## src/rtl/mbp_ctrl_pkg.sv

```systemverilog
// Shared definitions for the registered ID-stage control unit:
// opcode/funct encodings, ALU/BCU operation codes, the ID/EX control
// word layout and the control FSM state type.
package mbp_ctrl_pkg;

    localparam int ALU_W = 5;
    localparam int BCU_W = 4;

    // Primary opcodes (instruction [31:26])
    localparam logic [5:0] OP_SPECIAL = 6'h00;
    localparam logic [5:0] OP_J       = 6'h02;
    localparam logic [5:0] OP_JAL     = 6'h03;
    localparam logic [5:0] OP_BEQ     = 6'h04;
    localparam logic [5:0] OP_BNE     = 6'h05;
    localparam logic [5:0] OP_BLEZ    = 6'h06;
    localparam logic [5:0] OP_BGTZ    = 6'h07;
    localparam logic [5:0] OP_ADDI    = 6'h08;
    localparam logic [5:0] OP_ADDIU   = 6'h09;
    localparam logic [5:0] OP_ANDI    = 6'h0C;
    localparam logic [5:0] OP_ORI     = 6'h0D;
    localparam logic [5:0] OP_LUI     = 6'h0F;
    localparam logic [5:0] OP_LW      = 6'h23;
    localparam logic [5:0] OP_SW      = 6'h2B;

    // SPECIAL function codes (instruction [5:0])
    localparam logic [5:0] F_SLL      = 6'h00;
    localparam logic [5:0] F_SRA      = 6'h03;
    localparam logic [5:0] F_JR       = 6'h08;
    localparam logic [5:0] F_SYSCALL  = 6'h0C;
    localparam logic [5:0] F_MFHI     = 6'h10;
    localparam logic [5:0] F_MFLO     = 6'h12;
    localparam logic [5:0] F_MULT     = 6'h18;
    localparam logic [5:0] F_MULTU    = 6'h19;
    localparam logic [5:0] F_DIV      = 6'h1A;
    localparam logic [5:0] F_DIVU     = 6'h1B;
    localparam logic [5:0] F_ADD      = 6'h20;
    localparam logic [5:0] F_ADDU     = 6'h21;
    localparam logic [5:0] F_SUB      = 6'h22;
    localparam logic [5:0] F_SUBU     = 6'h23;
    localparam logic [5:0] F_AND      = 6'h24;
    localparam logic [5:0] F_OR       = 6'h25;
    localparam logic [5:0] F_SLT      = 6'h2A;

    // ALU operations; zero is a harmless no-op so a cleared word is safe
    localparam logic [ALU_W-1:0] ALU_NOP = 5'd0;
    localparam logic [ALU_W-1:0] ALU_ADD = 5'd1;
    localparam logic [ALU_W-1:0] ALU_SUB = 5'd2;
    localparam logic [ALU_W-1:0] ALU_AND = 5'd3;
    localparam logic [ALU_W-1:0] ALU_OR  = 5'd4;
    localparam logic [ALU_W-1:0] ALU_SLT = 5'd5;
    localparam logic [ALU_W-1:0] ALU_SLL = 5'd6;
    localparam logic [ALU_W-1:0] ALU_SRA = 5'd7;

    // Branch comparison unit operations
    localparam logic [BCU_W-1:0] BCU_NONE = 4'd0;
    localparam logic [BCU_W-1:0] BCU_EQ   = 4'd1;
    localparam logic [BCU_W-1:0] BCU_NE   = 4'd2;
    localparam logic [BCU_W-1:0] BCU_LEZ  = 4'd3;
    localparam logic [BCU_W-1:0] BCU_GTZ  = 4'd4;

    // Jump kinds
    localparam logic [1:0] JUMP_NONE = 2'b00;
    localparam logic [1:0] JUMP_J    = 2'b01;
    localparam logic [1:0] JUMP_JR   = 2'b10;

    typedef struct packed {
        logic             load_upper;
        logic             jal;
        logic             reg_write;
        logic             mem_to_reg;
        logic             mem_write;
        logic             alu_src;
        logic             reg_dst;
        logic             branch;
        logic             syscall;
        logic [1:0]       jump;
        logic [ALU_W-1:0] alu_control;
        logic [BCU_W-1:0] bcu_control;
    } ctrl_word_t;

    typedef enum logic [1:0] {
        ST_IDLE      = 2'd0,
        ST_MULDIV    = 2'd1,
        ST_SYS_DRAIN = 2'd2,
        ST_SYS_WAIT  = 2'd3
    } ctrl_state_e;

endpackage

```

## src/rtl/ctrl_decode.sv

```systemverilog
// Purely combinational op/funct decoder producing the ID/EX control word
// plus classification flags used by the pipeline control FSM.
// Unrecognised encodings yield an all-zero word with o_is_illegal set.
module ctrl_decode
    import mbp_ctrl_pkg::*;
(
    input  logic [5:0]  i_op,
    input  logic [5:0]  i_funct,
    output ctrl_word_t  o_word,
    output logic        o_is_muldiv,
    output logic        o_is_hilo,
    output logic        o_is_syscall,
    output logic        o_is_illegal
);

    // Table decode of the supported subset
    always_comb begin
        o_word       = '0;
        o_is_muldiv  = 1'b0;
        o_is_hilo    = 1'b0;
        o_is_syscall = 1'b0;
        o_is_illegal = 1'b0;
        case (i_op)
            OP_SPECIAL: begin
                case (i_funct)
                    F_ADD, F_ADDU: begin
                        o_word.reg_write   = 1'b1;
                        o_word.reg_dst     = 1'b1;
                        o_word.alu_control = ALU_ADD;
                    end
                    F_SUB, F_SUBU: begin
                        o_word.reg_write   = 1'b1;
                        o_word.reg_dst     = 1'b1;
                        o_word.alu_control = ALU_SUB;
                    end
                    F_AND: begin
                        o_word.reg_write   = 1'b1;
                        o_word.reg_dst     = 1'b1;
                        o_word.alu_control = ALU_AND;
                    end
                    F_OR: begin
                        o_word.reg_write   = 1'b1;
                        o_word.reg_dst     = 1'b1;
                        o_word.alu_control = ALU_OR;
                    end
                    F_SLT: begin
                        o_word.reg_write   = 1'b1;
                        o_word.reg_dst     = 1'b1;
                        o_word.alu_control = ALU_SLT;
                    end
                    F_SLL: begin
                        o_word.reg_write   = 1'b1;
                        o_word.reg_dst     = 1'b1;
                        o_word.alu_control = ALU_SLL;
                    end
                    F_SRA: begin
                        o_word.reg_write   = 1'b1;
                        o_word.reg_dst     = 1'b1;
                        o_word.alu_control = ALU_SRA;
                    end
                    F_JR:      o_word.jump = JUMP_JR;
                    F_SYSCALL: begin
                        o_word.syscall = 1'b1;
                        o_is_syscall   = 1'b1;
                    end
                    F_MULT, F_MULTU, F_DIV, F_DIVU: o_is_muldiv = 1'b1;
                    F_MFHI, F_MFLO: begin
                        // Result comes from HI/LO, the ALU is bypassed
                        o_word.reg_write = 1'b1;
                        o_word.reg_dst   = 1'b1;
                        o_is_hilo        = 1'b1;
                    end
                    default:   o_is_illegal = 1'b1;
                endcase
            end
            OP_J:    o_word.jump = JUMP_J;
            OP_JAL: begin
                o_word.jump        = JUMP_J;
                o_word.jal         = 1'b1;
                o_word.reg_write   = 1'b1;
                o_word.alu_control = ALU_ADD;
            end
            OP_BEQ, OP_BNE, OP_BLEZ, OP_BGTZ: begin
                o_word.branch      = 1'b1;
                o_word.alu_control = ALU_SUB;
                case (i_op)
                    OP_BEQ:  o_word.bcu_control = BCU_EQ;
                    OP_BNE:  o_word.bcu_control = BCU_NE;
                    OP_BLEZ: o_word.bcu_control = BCU_LEZ;
                    default: o_word.bcu_control = BCU_GTZ;
                endcase
            end
            OP_ADDI, OP_ADDIU: begin
                o_word.reg_write   = 1'b1;
                o_word.alu_src     = 1'b1;
                o_word.alu_control = ALU_ADD;
            end
            OP_ANDI: begin
                o_word.reg_write   = 1'b1;
                o_word.alu_src     = 1'b1;
                o_word.alu_control = ALU_AND;
            end
            OP_ORI: begin
                o_word.reg_write   = 1'b1;
                o_word.alu_src     = 1'b1;
                o_word.alu_control = ALU_OR;
            end
            OP_LUI: begin
                o_word.load_upper  = 1'b1;
                o_word.reg_write   = 1'b1;
                o_word.alu_src     = 1'b1;
                o_word.alu_control = ALU_ADD;
            end
            OP_LW: begin
                o_word.reg_write   = 1'b1;
                o_word.mem_to_reg  = 1'b1;
                o_word.alu_src     = 1'b1;
                o_word.alu_control = ALU_ADD;
            end
            OP_SW: begin
                o_word.mem_write   = 1'b1;
                o_word.alu_src     = 1'b1;
                o_word.alu_control = ALU_ADD;
            end
            default: o_is_illegal = 1'b1;
        endcase
    end

endmodule

```

## src/rtl/pipelined_control_unit.sv

```systemverilog
// Registered ID-stage control unit: decodes the IF/ID instruction into the
// ID/EX control word, handles stall/flush, tracks multi-cycle MULT/DIV
// occupancy of HI/LO and sequences the SYSCALL drain/handshake.
// Build option ILLEGAL_TRAP_EN: unrecognised encodings emit a bubble and
// pulse illegal_op; otherwise they pass through as a valid NOP.
module pipelined_control_unit
    import mbp_ctrl_pkg::*;
#(
    parameter int ALU_CTRL_W   = 5,
    parameter int BCU_CTRL_W   = 4,
    parameter int MULDIV_LAT   = 32,
    parameter int DRAIN_CYCLES = 3
) (
    input  logic                  clk,
    input  logic                  rst_n,
    input  logic                  in_valid,
    input  logic [5:0]            op_code,
    input  logic [5:0]            funct_code,
    input  logic                  stall,
    input  logic                  flush,
    input  logic                  syscall_ack,
    output logic                  out_valid,
    output logic                  load_upper,
    output logic                  jal,
    output logic                  reg_write,
    output logic                  mem_to_reg,
    output logic                  mem_write,
    output logic                  alu_src,
    output logic                  reg_dst,
    output logic                  branch,
    output logic                  syscall,
    output logic [1:0]            jump,
    output logic [ALU_CTRL_W-1:0] alu_control,
    output logic [BCU_CTRL_W-1:0] bcu_control,
    output logic                  muldiv_busy,
    output logic                  hold_req,
    output logic                  syscall_go
`ifdef ILLEGAL_TRAP_EN
    ,output logic                 illegal_op
`endif
);

    localparam int CNT_W = 6;

`ifdef ILLEGAL_TRAP_EN
    localparam bit TRAP_EN = 1'b1;
`else
    localparam bit TRAP_EN = 1'b0;
`endif

    ctrl_word_t  w_dec_word;
    logic        w_is_muldiv;
    logic        w_is_hilo;
    logic        w_is_syscall;
    logic        w_is_illegal;
    logic        w_md_pending;
    logic        w_hold;
    logic        w_accept;
    logic        w_launch_md;
    logic        w_launch_sys;
    ctrl_state_e w_next_state;
    logic [CNT_W-1:0] w_next_cnt;

    ctrl_state_e      r_state;
    logic [CNT_W-1:0] r_cnt;
    logic             r_valid;
    ctrl_word_t       r_word;

    ctrl_decode u_decode (
        .i_op         (op_code),
        .i_funct      (funct_code),
        .o_word       (w_dec_word),
        .o_is_muldiv  (w_is_muldiv),
        .o_is_hilo    (w_is_hilo),
        .o_is_syscall (w_is_syscall),
        .o_is_illegal (w_is_illegal)
    );

    // HI/LO is still being produced except in the final busy cycle, where a
    // dependent op may be accepted so it reaches EX just as busy drops.
    assign w_md_pending = (r_state == ST_MULDIV) && (r_cnt != '0);

    assign w_hold = (r_state == ST_SYS_DRAIN) || (r_state == ST_SYS_WAIT) ||
                    (w_md_pending && in_valid && (w_is_muldiv || w_is_hilo || w_is_syscall));

    assign w_accept     = in_valid && !stall && !flush && !w_hold;
    assign w_launch_md  = w_accept && w_is_muldiv;
    assign w_launch_sys = w_accept && w_is_syscall;

    // Next-state and counter logic for the MULDIV / SYSCALL sequencer
    always_comb begin
        w_next_state = r_state;
        w_next_cnt   = r_cnt;
        case (r_state)
            ST_IDLE: begin
                if (w_launch_md) begin
                    w_next_state = ST_MULDIV;
                    w_next_cnt   = CNT_W'(MULDIV_LAT - 1);
                end else if (w_launch_sys) begin
                    w_next_state = ST_SYS_DRAIN;
                    w_next_cnt   = CNT_W'(DRAIN_CYCLES - 1);
                end
            end
            ST_MULDIV: begin
                // flush cannot cancel an op that has already issued
                if (r_cnt != '0) begin
                    w_next_cnt = r_cnt - CNT_W'(1);
                end else if (w_launch_md) begin
                    w_next_cnt = CNT_W'(MULDIV_LAT - 1);
                end else if (w_launch_sys) begin
                    w_next_state = ST_SYS_DRAIN;
                    w_next_cnt   = CNT_W'(DRAIN_CYCLES - 1);
                end else begin
                    w_next_state = ST_IDLE;
                end
            end
            ST_SYS_DRAIN: begin
                if (flush) begin
                    w_next_state = ST_IDLE;
                    w_next_cnt   = '0;
                end else if (r_cnt == '0) begin
                    w_next_state = ST_SYS_WAIT;
                end else begin
                    w_next_cnt = r_cnt - CNT_W'(1);
                end
            end
            ST_SYS_WAIT: begin
                if (syscall_ack) begin
                    w_next_state = ST_IDLE;
                end
            end
            default: begin
                w_next_state = ST_IDLE;
                w_next_cnt   = '0;
            end
        endcase
    end

    // FSM state and counter registers
    always_ff @(posedge clk or negedge rst_n) begin
        if (!rst_n) begin
            r_state <= ST_IDLE;
            r_cnt   <= '0;
        end else begin
            r_state <= w_next_state;
            r_cnt   <= w_next_cnt;
        end
    end

    // ID/EX control word: flush clears, stall holds, otherwise load or bubble
    always_ff @(posedge clk or negedge rst_n) begin
        if (!rst_n) begin
            r_valid <= 1'b0;
            r_word  <= '0;
        end else if (flush) begin
            r_valid <= 1'b0;
            r_word  <= '0;
        end else if (!stall) begin
            r_valid <= w_accept && !(TRAP_EN && w_is_illegal);
            r_word  <= w_accept ? w_dec_word : '0;
        end
    end

`ifdef ILLEGAL_TRAP_EN
    logic r_illegal;

    // One-cycle pulse for each accepted unrecognised encoding
    always_ff @(posedge clk or negedge rst_n) begin
        if (!rst_n) begin
            r_illegal <= 1'b0;
        end else begin
            r_illegal <= w_accept && w_is_illegal;
        end
    end

    assign illegal_op = r_illegal;
`endif

    assign out_valid   = r_valid;
    assign load_upper  = r_word.load_upper;
    assign jal         = r_word.jal;
    assign reg_write   = r_word.reg_write;
    assign mem_to_reg  = r_word.mem_to_reg;
    assign mem_write   = r_word.mem_write;
    assign alu_src     = r_word.alu_src;
    assign reg_dst     = r_word.reg_dst;
    assign branch      = r_word.branch;
    assign syscall     = r_word.syscall;
    assign jump        = r_word.jump;
    assign alu_control = ALU_CTRL_W'(r_word.alu_control);
    assign bcu_control = BCU_CTRL_W'(r_word.bcu_control);
    assign muldiv_busy = (r_state == ST_MULDIV);
    assign hold_req    = w_hold;
    assign syscall_go  = (r_state == ST_SYS_WAIT);

endmodule

```

## config.mk

```make
export PLATFORM = sky130hd
export DESIGN_NAME = pipelined_control_unit
export DESIGN_NICKNAME = d
export VERILOG_FILES = /design/src/rtl/mbp_ctrl_pkg.sv /design/src/rtl/ctrl_decode.sv /design/src/rtl/pipelined_control_unit.sv
export SDC_FILE = /design/constraint.sdc
export NUM_CORES = 1
export LEC_CHECK = 0
export ABC_AREA = 1
export ABC_CLOCK_PERIOD_IN_PS = 4240
export CAP_MARGIN = 30
export CELL_PAD_IN_SITES_DETAIL_PLACEMENT = 1
export CELL_PAD_IN_SITES_GLOBAL_PLACEMENT = 1
export CORE_MARGIN = 3
export CORE_UTILIZATION = 40
export CTS_BUF_LIST = sky130_fd_sc_hd__clkbuf_8
export DETAILED_ROUTE_END_ITERATION = 10
export GPL_TIMING_DRIVEN = 0
export PLACE_DENSITY_LB_ADDON = 0.1
export REMOVE_ABC_BUFFERS = 1
export SLEW_MARGIN = 10
export SYNTH_ARGS = -nofsm -noshare
export SYNTH_HDL_FRONTEND = slang
export SYNTH_SLANG_ARGS = --single-unit
```

## constraint.sdc

```tcl
create_clock -name clk -period 4.24 [get_ports clk]
set_input_delay 0.636 -clock clk [delete_from_list [all_inputs] [get_ports clk]]
set_output_delay 0.636 -clock clk [all_outputs]
set_load 0.005 [all_outputs]
```

==> results of run 1 <==
[cell usage in the layout (no fill, tap or decap), types with 5 or more instances in the layout]
cell             Yosys  final
nand2_1             62     62
clkdlybuf4s50_1      0     38
inv_1               35     35
nor2_1              32     32
dfrtp_1             26     26
o21ai_0             19     19
nand3_1             14     14
nor2_2               7      7
nand2_2              7      7
ha_1                 7      7
a21oi_1              6      6
inv_2                5      5
o21ai_1              5      5
[synth_stat cells (3+ instances only)]
cell type,n
nor3_1,4
a21oi_1,6
o21ai_1,5
buf_4,3
nand2_2,7
inv_2,5
inv_1,35
nand2_1,62
dfrtp_1,26
nor2_2,7
nand3_1,14
ha_1,7
nor2_4,3
nand4_1,4
o21ai_0,19
nor2_1,32
[final cells by class]
class,count,area (µm²),area share
multi-input cells,193,1040,0.441
clock buffers,4,55.1,0.0233
flip-flops and latches,26,651,0.275
well taps,52,65.1,0.0275
inverters,42,158,0.0666
repair buffers,39,395,0.167
[metal layers]
metal | vias up | part of all wire | global-route usage
li1 | 915 | - | -
met1 | 841 | 0.50 | 0.261
met2 | 44 | 0.46 | 0.311
met3 | 6 | 0.036 | 0.0216
met4 | 0 | 0.010 | 0.0494
met5 | - | 0 | 0
[final timing paths]
check,to,startpoint
worst max-delay path,hold_req,op_code[1]
worst min-delay path,mem_to_reg,mem_to_reg
worst max register to register,bcu_control[0],r_state[0]
worst min register to register,mem_to_reg,mem_to_reg
max in group asynchronous,alu_control[2],rst_n
min in group asynchronous,load_upper,rst_n
[stage by stage]
step           worst slack, ns  area (µm²)  hold slack [ns]  std cells  total power [mW]
6_report                  1.24        2370            0.493        356             0.970
5_1_grt                   1.09        2370            0.523        356              1.06
4_1_cts                   1.23        2370            0.499        356             0.978
3_5_place_dp              1.24        2310            0.476        352             0.812
3_3_place_gp              1.26        2300            0.466        351             0.793
2_1_floorplan             2.33        1850            0.340        261             0.660
[cells by family (layout without fill, tap and decap cells)]
family          after synthesis  after routing  synth area share
other cells                   1              3           0.00200
flops                        26             26             0.347
buf+inv                      47             85             0.101
xor+xnor                      3              3            0.0140
simple gates                141            141             0.368
fa+ha+maj                     7              7            0.0467
compound gates               39             39             0.121
[where the power goes]
group          switching [mW]  internal [mW]  leakage, nW  total (mW)
clock network          0.0798         0.0830       0.0288       0.163
registers              0.0369          0.280        0.355       0.317
logic                   0.299          0.192        0.806       0.490
[worst max-delay path, stage by stage]
cell	delay [ns]
clkdlybuf4s50_1	0.51
inv_2	0.13
nand2_4	0.07
nor2_4	0.18
nand2_1	0.09
nand3_2	0.10
nand2_4	0.08
nand2_1	0.07
clkdlybuf4s50_1	0.50
==> reports/results.txt, run 1 <==
Class of the most critical setup path: input pin to output pin
Lkg Pwr: 1.19 nW
# port buffers: 38
Total CTS buffers: 3
Max Cap Violations: 0
Total GRT Usage: 0.188
R2R depth: 7
Global-route wire length before repair: 8210 µm
Post-layout util: 0.532
Crit share post-route: 0.708
Nets: 330
Clock Tree Buf Depth: 2
Final Hold Violating Endpoints: 0
DRC violations left: 0
IO Pins: 42
Startpoint class of the critical path: input pin
Clock root buffer: clkbuf_8
Maximum clock rate: 333 MHz
Setup Fix Bufs, Post-CTS: 0
Share of cells above drive strength 1: 0.122
Max FFs per register: 6
Die W: 74.5 µm
Initial antenna violation count: 0
Netlist cell types: 36
Core box area: 4440 µm²
Clk_lat worst skew: 0.27 ns
Crit path max fanout: 6
Ys flop type: dfrtp_1
CP endpoint kind: output pin
GRT overflow: 0
Slew HR: 0.646
Min Tclk post-route: 3.00 ns
Post-Route WL: 4960 µm
PostCTS Resize Cnt: 0
#FFs+latches synth: 26
Layout area overhead: 26.2%
Cts hold-fix bufs: 0
Antenna cell count: 0
Die area: 5540 µm²
Ranking of synthesized cells by area: dfrtp_1, nand2_1, inv_1
Syn Std Cell Area: 1870 µm²
Largest net degree at the start of global routing: 19
GP Congestion: 0.818
H-tree Lvls: 1
Rows: 24
Pre-Repair DR Iteration Count: 4
Share of the yosys chip area belonging to registers: 0.347
Final setup fails: 0
Chip Height: 74.5 µm
Starting Density: 0.422
Layout Skew: 0.00683 ns
CTS clock-pin slew for the worst setup and hold paths: 0.09 ns
Fillers: 561
Hold crit path type: register to register
Vias in the first global route: 1784
DRT iter0 DRCs: 44
Worst path required time: 3.60 ns
Cells after Synth: 264
Post-synth top area share: 0.347
Yosys top cell by area: dfrtp_1
RSZ-0062 raised after global routing: no
Number of flops mapped to enable cells by yosys: 0
Max Slew Vio Count: 0
Worst Tran Pin Value: 0.528 ns
R2R Setup Slk: 2.06 ns
Setup TNS: 0 ns
Via count: 1806
Synthesis Warnings: 0
Status: finished, final reports clean
Via density: 5.07
PD cells: 410 nW/µm²
Post-DRT Antenna Nets: 0
Syn avg cell area: 7.10 µm²
Routed len/inst: 13.9 µm
Largest Register: r_cnt
CTS tree: done
Hold depth: 2
DP HPWL: 4070 µm
Total clock sinks: 26
Max IR drop VDD: 217 µV
CP arrival: 2.36 ns
Async S/R FF share, synth: 1.00
Power figures use the tool's default switching activity.
==> run 2: changes to the inputs <==
ABC_CLOCK_PERIOD_IN_PS = 3000   (was 4240)
CORE_UTILIZATION = 37   (was 40)
clock period = 3 ns   (was 4.24 ns; I/O delays follow)
==> run 2 against run 1 <==
Non-clock buffer count fell by 1. Sequential cell count unchanged. Clock-buffer cell count stayed put. Wire length down 3.0%. First-iteration DRC count is 110% higher. Highest routed layer unchanged. Die area up 7.5%.
==> reports/results.txt, run 2 (synthesis gave the netlist of run 1 again) <==
GP Congestion: 0.849 (was 0.818)
Class of the most critical setup path: input pin to output pin (unchanged)
Pre-Repair DR Iteration Count: 4 (unchanged)
Crit path max fanout: 6 (unchanged)
Setup Fix Bufs, Post-CTS: 0 (unchanged)
Layout area overhead: 26.2% (about the same)
Max FFs per register: 6 (unchanged)
Seq pwr share: 0.328 (was 0.327)
Core box area: 4820 µm² (was 4440 µm²)
Fillers: 657 (was 561)
Share of cells above drive strength 1: 0.122 (about the same)
Startpoint class of the critical path: input pin (unchanged)
Via count: 1768 (was 1806)
CTS clock-pin slew for the worst setup and hold paths: 0.10 ns (was 0.09 ns)
Maximum clock rate: 379 MHz
Die area: 5960 µm² (was 5540 µm²)
DP HPWL: 3880 µm (was 4070 µm)
Total CTS buffers: 3 (unchanged)
Setup WS post-layout: 0.362 ns (was 1.24 ns)
Total GRT Usage: 0.174 (was 0.188)
Rows: 25 (was 24)
IO Pins: 42 (unchanged)
Post-Route WL: 4810 µm (was 4960 µm)
Cts hold-fix bufs: 0 (unchanged)
R2R depth: 7 (unchanged)
Worst path required time: 2.55 ns (was 3.60 ns)
DRT iter0 DRCs: 92 (was 44)
Clock Power Share: 0.172 (was 0.168)
PostCTS Resize Cnt: 0 (unchanged)
Pre-CTS WS: 0.353 ns (was 1.24 ns)
Vias in the first global route: 1874 (was 1784)
Worst Tran Pin Value: 0.618 ns (was 0.528 ns)
Net Sw Frac: 0.424 (was 0.428)
Final setup fails: 0 (unchanged)
Most frequent cells in the layout: nand2_1, clkdlybuf4s50_1, inv_1 (unchanged)
Slowest CP cell: clkdlybuf4s50_1 (unchanged)
Clock root buffer: clkbuf_8 (unchanged)
Final Hold Violating Endpoints: 0 (unchanged)
Setup TNS: 0 ns (unchanged)
CTS tree: done (unchanged)
Gate power share: 0.500 (was 0.505)
Clock Tree Buf Depth: 2 (unchanged)
Crit-path cells: clkdlybuf4s50_1 -> nor2_4 -> nand2_2 -> nor2_4 -> nand2_1 -> nand3_2 -> nand2_4 -> nand2_1 -> clkdlybuf4s50_1 (was clkdlybuf4s50_1 -> inv_2 -> nand2_4 -> nor2_4 -> nand2_1 -> nand3_2 -> nand2_4 -> nand2_1 -> clkdlybuf4s50_1)
Commonest non-fill, non-tap cell in the layout: nand2_1 (unchanged)
Global-route wire length before repair: 8540 µm (was 8210 µm)
Total clock sinks: 26 (unchanged)
Via density: 4.78 (was 5.07)
H-tree Lvls: 1 (unchanged)
Starting Density: 0.389 (was 0.422)
Chip Height: 77.2 µm (was 74.5 µm)
Internal power: 781 µW (was 554 µW)
DRC violations left: 0 (unchanged)
Nets: 329 (was 330)
Largest stage delay, worst path: 0.50 ns (was 0.51 ns)
Clk_lat worst skew: 0.27 ns (about the same)
Post-DRT Antenna Nets: 0 (unchanged)
R2R Setup Slk: 0.93 ns (was 2.06 ns)
CP arrival: 2.19 ns (was 2.36 ns)
RSZ-0062 raised after global routing: no (unchanged)
Hold crit path type: input pin to asynchronous set/reset pin (was register to register)
Lkg Pwr: 1.18 nW (was 1.19 nW)
Min Tclk post-route: 2.64 ns
Worst path top cell family by delay: buffers and inverters (unchanged)
Layout Skew: 0.00708 ns (was 0.00683 ns)
Routed len/inst: 13.0 µm (was 13.9 µm)
Max Cap Violations: 0 (unchanged)
CP endpoint kind: output pin (unchanged)
Crit share post-route: 0.879
Antenna cell count: 0 (unchanged)
Buf/Inv on CP: 2 (was 3)
GRT overflow: 0 (unchanged)
# port buffers: 38 (unchanged)
Max IR drop VDD: 348 µV (was 217 µV)
Largest net degree at the start of global routing: 27 (was 19)
NetSw: 576 µW (was 416 µW)
Largest Register: r_cnt (unchanged)
PD cells: 574 nW/µm² (was 410 nW/µm²)
Status: finished, final reports clean (unchanged)
Initial antenna violation count: 0 (unchanged)
Max Slew Vio Count: 0 (unchanged)
Die W: 77.2 µm (was 74.5 µm)
Critical Path Stages: 9 (unchanged)
Slew HR: 0.588 (was 0.646)
## run 2: cell count changes in the layout (fill, tap and decap cells not counted), sizes merged
| cell | previous run | this run |
|---|---|---|
| clkdlybuf4s50 | 38 | 37 |
## run 2: metal layers
metal,GRT usage,share of wire
met5,0,0
met4,0.0569,0.014
met3,0.0141,0.025
met2,0.288,0.45
met1,0.240,0.51
## run 2: worst register-to-register path: cells and delay by family (launching register included)
family,cells,cell delay [ns]
buf+inv,2,0.29
flops,1,0.43
compound gates,1,0.19
simple gates,3,0.86
fa+ha+maj,1,0.22
## run 2: through the flow
stage / area [µm²] / util / instances / hold WS [ns] / total power [mW]
2_1_floorplan: 1850 / - / 261 / 0.154 / 0.933
3_3_place_gp: 2310 / 0.481 / 366 / 0.467 / 1.13
3_5_place_dp: 2310 / 0.479 / 366 / 0.466 / 1.13
4_1_cts: 2360 / 0.491 / 370 / 0.199 / 1.38
5_1_grt: 2360 / 0.491 / 370 / 0.227 / 1.50
6_report: 2360 / 0.491 / 370 / 0.181 / 1.36
## run 2: power groups by stage
stage | Sequential [mW] | Clock, mW | Combinational (mW)
2_1_floorplan | 0.442 | 0 | 0.492
4_1_cts | 0.446 | 0.245 | 0.688
3_3_place_gp | 0.453 | 0 | 0.673
6_report | 0.445 | 0.233 | 0.679
3_5_place_dp | 0.453 | 0 | 0.680
5_1_grt | 0.455 | 0.258 | 0.791
## run 2: final timing paths
| path | to | startpoint |
|---|---|---|
| setup / recovery | hold_req | op_code[5] |
| hold / removal | out_valid | rst_n |
| setup reg to reg | bcu_control[2] | r_state[0] |
| hold reg to reg | syscall | syscall |
| max in group asynchronous | reg_write | rst_n |
| min in group clk | syscall | syscall |
## run 2: layout make-up
| type | instances | area (µm²) | area share |
|---|---|---|---|
| flip-flops and latches | 26 | 651 | 0.275 |
| repair buffers | 38 | 375 | 0.159 |
| well taps | 67 | 83.8 | 0.0354 |
| multi-input cells | 193 | 1040 | 0.441 |
| inverters | 42 | 158 | 0.0667 |
| clock buffers | 4 | 55.1 | 0.0233 |
==> run 3: changes to the inputs <==
CELL_PAD_IN_SITES_DETAIL_PLACEMENT = default   (was 1)
CELL_PAD_IN_SITES_GLOBAL_PLACEMENT = default   (was 1)
CORE_UTILIZATION = 50   (was 37)
PLACE_DENSITY = 0.79   (was default)
PLACE_DENSITY_LB_ADDON = default   (was 0.1)
==> run 3 against run 2 <==
Power down 0.76%. Fmax up 1.2%. Wire length is 15% lower. Critical path depth stayed put. Die area down 24%. Clock power about the same. Combinational power is 2% lower. Cell count down 5.4%. Sequential power barely moved. Sequential share of layout area up 0.073 points. Highest routed layer unchanged. Clock skew down 0.0042 ns.
==> reports/results.txt, run 3 (synthesis gave the netlist of run 1 again) <==
Max Cap Violations: 0 (unchanged)
Largest net degree at the start of global routing: 19 (was 27)
CP endpoint kind: output pin (unchanged)
Pre-Repair DR Iteration Count: 4 (unchanged)
Fillers: 312 (was 657)
CP startpoint: funct_code[3] (was op_code[5])
Startpoint class of the critical path: input pin (unchanged)
# port buffers: 38 (unchanged)
Setup TNS: 0 ns (unchanged)
IO Pins: 42 (unchanged)
Min Tclk post-route: 2.61 ns (was 2.64 ns)
Vias in the first global route: 1662 (was 1874)
Nets: 330 (was 329)
Final setup fails: 0 (unchanged)
Cts hold-fix bufs: 0 (unchanged)
PostCTS Resize Cnt: 0 (unchanged)
Max Slew Vio Count: 0 (unchanged)
Initial antenna violation count: 0 (unchanged)
Clock root buffer: clkbuf_8 (unchanged)
Max FFs per register: 6 (unchanged)
Largest Register: r_cnt (unchanged)
H-tree Lvls: 1 (unchanged)
Most frequent cells in the layout: nand2_1, clkdlybuf4s50_1, inv_1 (unchanged)
Crit path max fanout: 5 (was 6)
CTS clock-pin slew for the worst setup and hold paths: 0.10 ns (about the same)
Slew HR: 0.642 (was 0.588)
Lkg Pwr: 1.19 nW (was 1.18 nW)
Post-Route WL: 4120 µm (was 4810 µm)
Maximum clock rate: 384 MHz (was 379 MHz)
Clock Tree Buf Depth: 2 (unchanged)
Core box area: 3470 µm² (was 4820 µm²)
GRT overflow: 0 (unchanged)
Routed len/inst: 11.8 µm (was 13.0 µm)
RSZ-0062 raised after global routing: no (unchanged)
Setup Fix Bufs, Post-CTS: 0 (unchanged)
DRC violations left: 0 (unchanged)
Max IR drop VDD: 312 µV (was 348 µV)
Rows: 21 (was 25)
Total GRT Usage: 0.202 (was 0.174)
Antenna cell count: 0 (unchanged)
Share of cells above drive strength 1: 0.122 (about the same)
Die area: 4520 µm² (was 5960 µm²)
Via density: 5.03 (was 4.78)
Total clock sinks: 26 (unchanged)
CP arrival: 2.16 ns (was 2.19 ns)
Starting Density: 0.540 (was 0.389)
Chip Height: 67.2 µm (was 77.2 µm)
CTS tree: done (unchanged)
GP Congestion: 0.892 (was 0.849)
Via count: 1762 (was 1768)
Layout area overhead: 25.8% (was 26.2%)
Commonest non-fill, non-tap cell in the layout: nand2_1 (unchanged)
Clk_lat worst skew: 0.27 ns (about the same)
Post-DRT Antenna Nets: 0 (unchanged)
DP HPWL: 3220 µm (was 3880 µm)
Reg area: 651 µm² (unchanged)
Global-route wire length before repair: 7190 µm (was 8540 µm)
DRT iter0 DRCs: 115 (was 92)
RR Startpoint: r_state[0] (unchanged)
Final Hold Violating Endpoints: 0 (unchanged)
Status: finished, final reports clean (unchanged)
Crit share post-route: 0.869 (was 0.879)
Worst Tran Pin Value: 0.533 ns (was 0.618 ns)
Hold_ws: 0.485 ns (was 0.181 ns)
Layout Skew: 0.00290 ns (was 0.00708 ns)
Multi-input logic area: 1040 µm² (unchanged)
Hold crit path type: input pin to asynchronous set/reset pin (unchanged)
Worst path required time: 2.55 ns (about the same)
Total CTS buffers: 3 (unchanged)
Class of the most critical setup path: input pin to output pin (unchanged)
Die W: 67.2 µm (was 77.2 µm)
PD cells: 571 nW/µm² (was 574 nW/µm²)
==> run 3: per-stage QoR <==
stage                     power [mW]   util  instance area (µm²)  setup slack [ns]  instances
after floorplan                0.933      -                 1850              1.26        261
after global placement          1.10  0.660                 2290             0.413        345
after detailed placement        1.11  0.664                 2300             0.406        346
after CTS                       1.35  0.680                 2360             0.392        350
after global routing            1.48  0.680                 2360             0.256        350
final                           1.35  0.680                 2360             0.394        350
==> run 3: final timing paths <==
kind | endpoint | slack, ns | depth (start not counted)
setup / recovery | hold_req | 0.39 | 9
hold / removal | r_cnt[1] | 0.49 | 1
setup reg to reg | bcu_control[2] | 0.95 | 7
hold reg to reg | out_valid | 0.49 | 2
max in group asynchronous | reg_write | 2.04 | 2
min in group clk | out_valid | 0.49 | 2
==> run 3: per-layer routing <==
metal,share of wire,GRT usage
met1,0.50,0.286
met2,0.44,0.329
met3,0.044,0.0166
met4,0.011,0.0608
met5,0,0
==> run 3: final cells by class <==
class / count / share of cell area
multi-input cells: 193 / 0.442
well taps: 46 / 0.0244
inverters: 42 / 0.0668
flip-flops and latches: 26 / 0.276
repair buffers: 39 / 0.168
clock buffers: 4 / 0.0233
==> run 3: where the power goes <==
group	switching [mW]	internal (mW)
Combinational	0.398	0.270
Clock	0.116	0.117
Sequential	0.0492	0.396
Total	0.563	0.783
==> run 3: worst max-delay path, cell delays in order <==
cell	delay, ns
clkdlybuf4s50_1	0.47
nor2_2	0.23
inv_2	0.05
nor2_1	0.13
nand2_1	0.08
nand3_2	0.10
nand2_4	0.08
nand2_1	0.07
clkdlybuf4s50_1	0.50
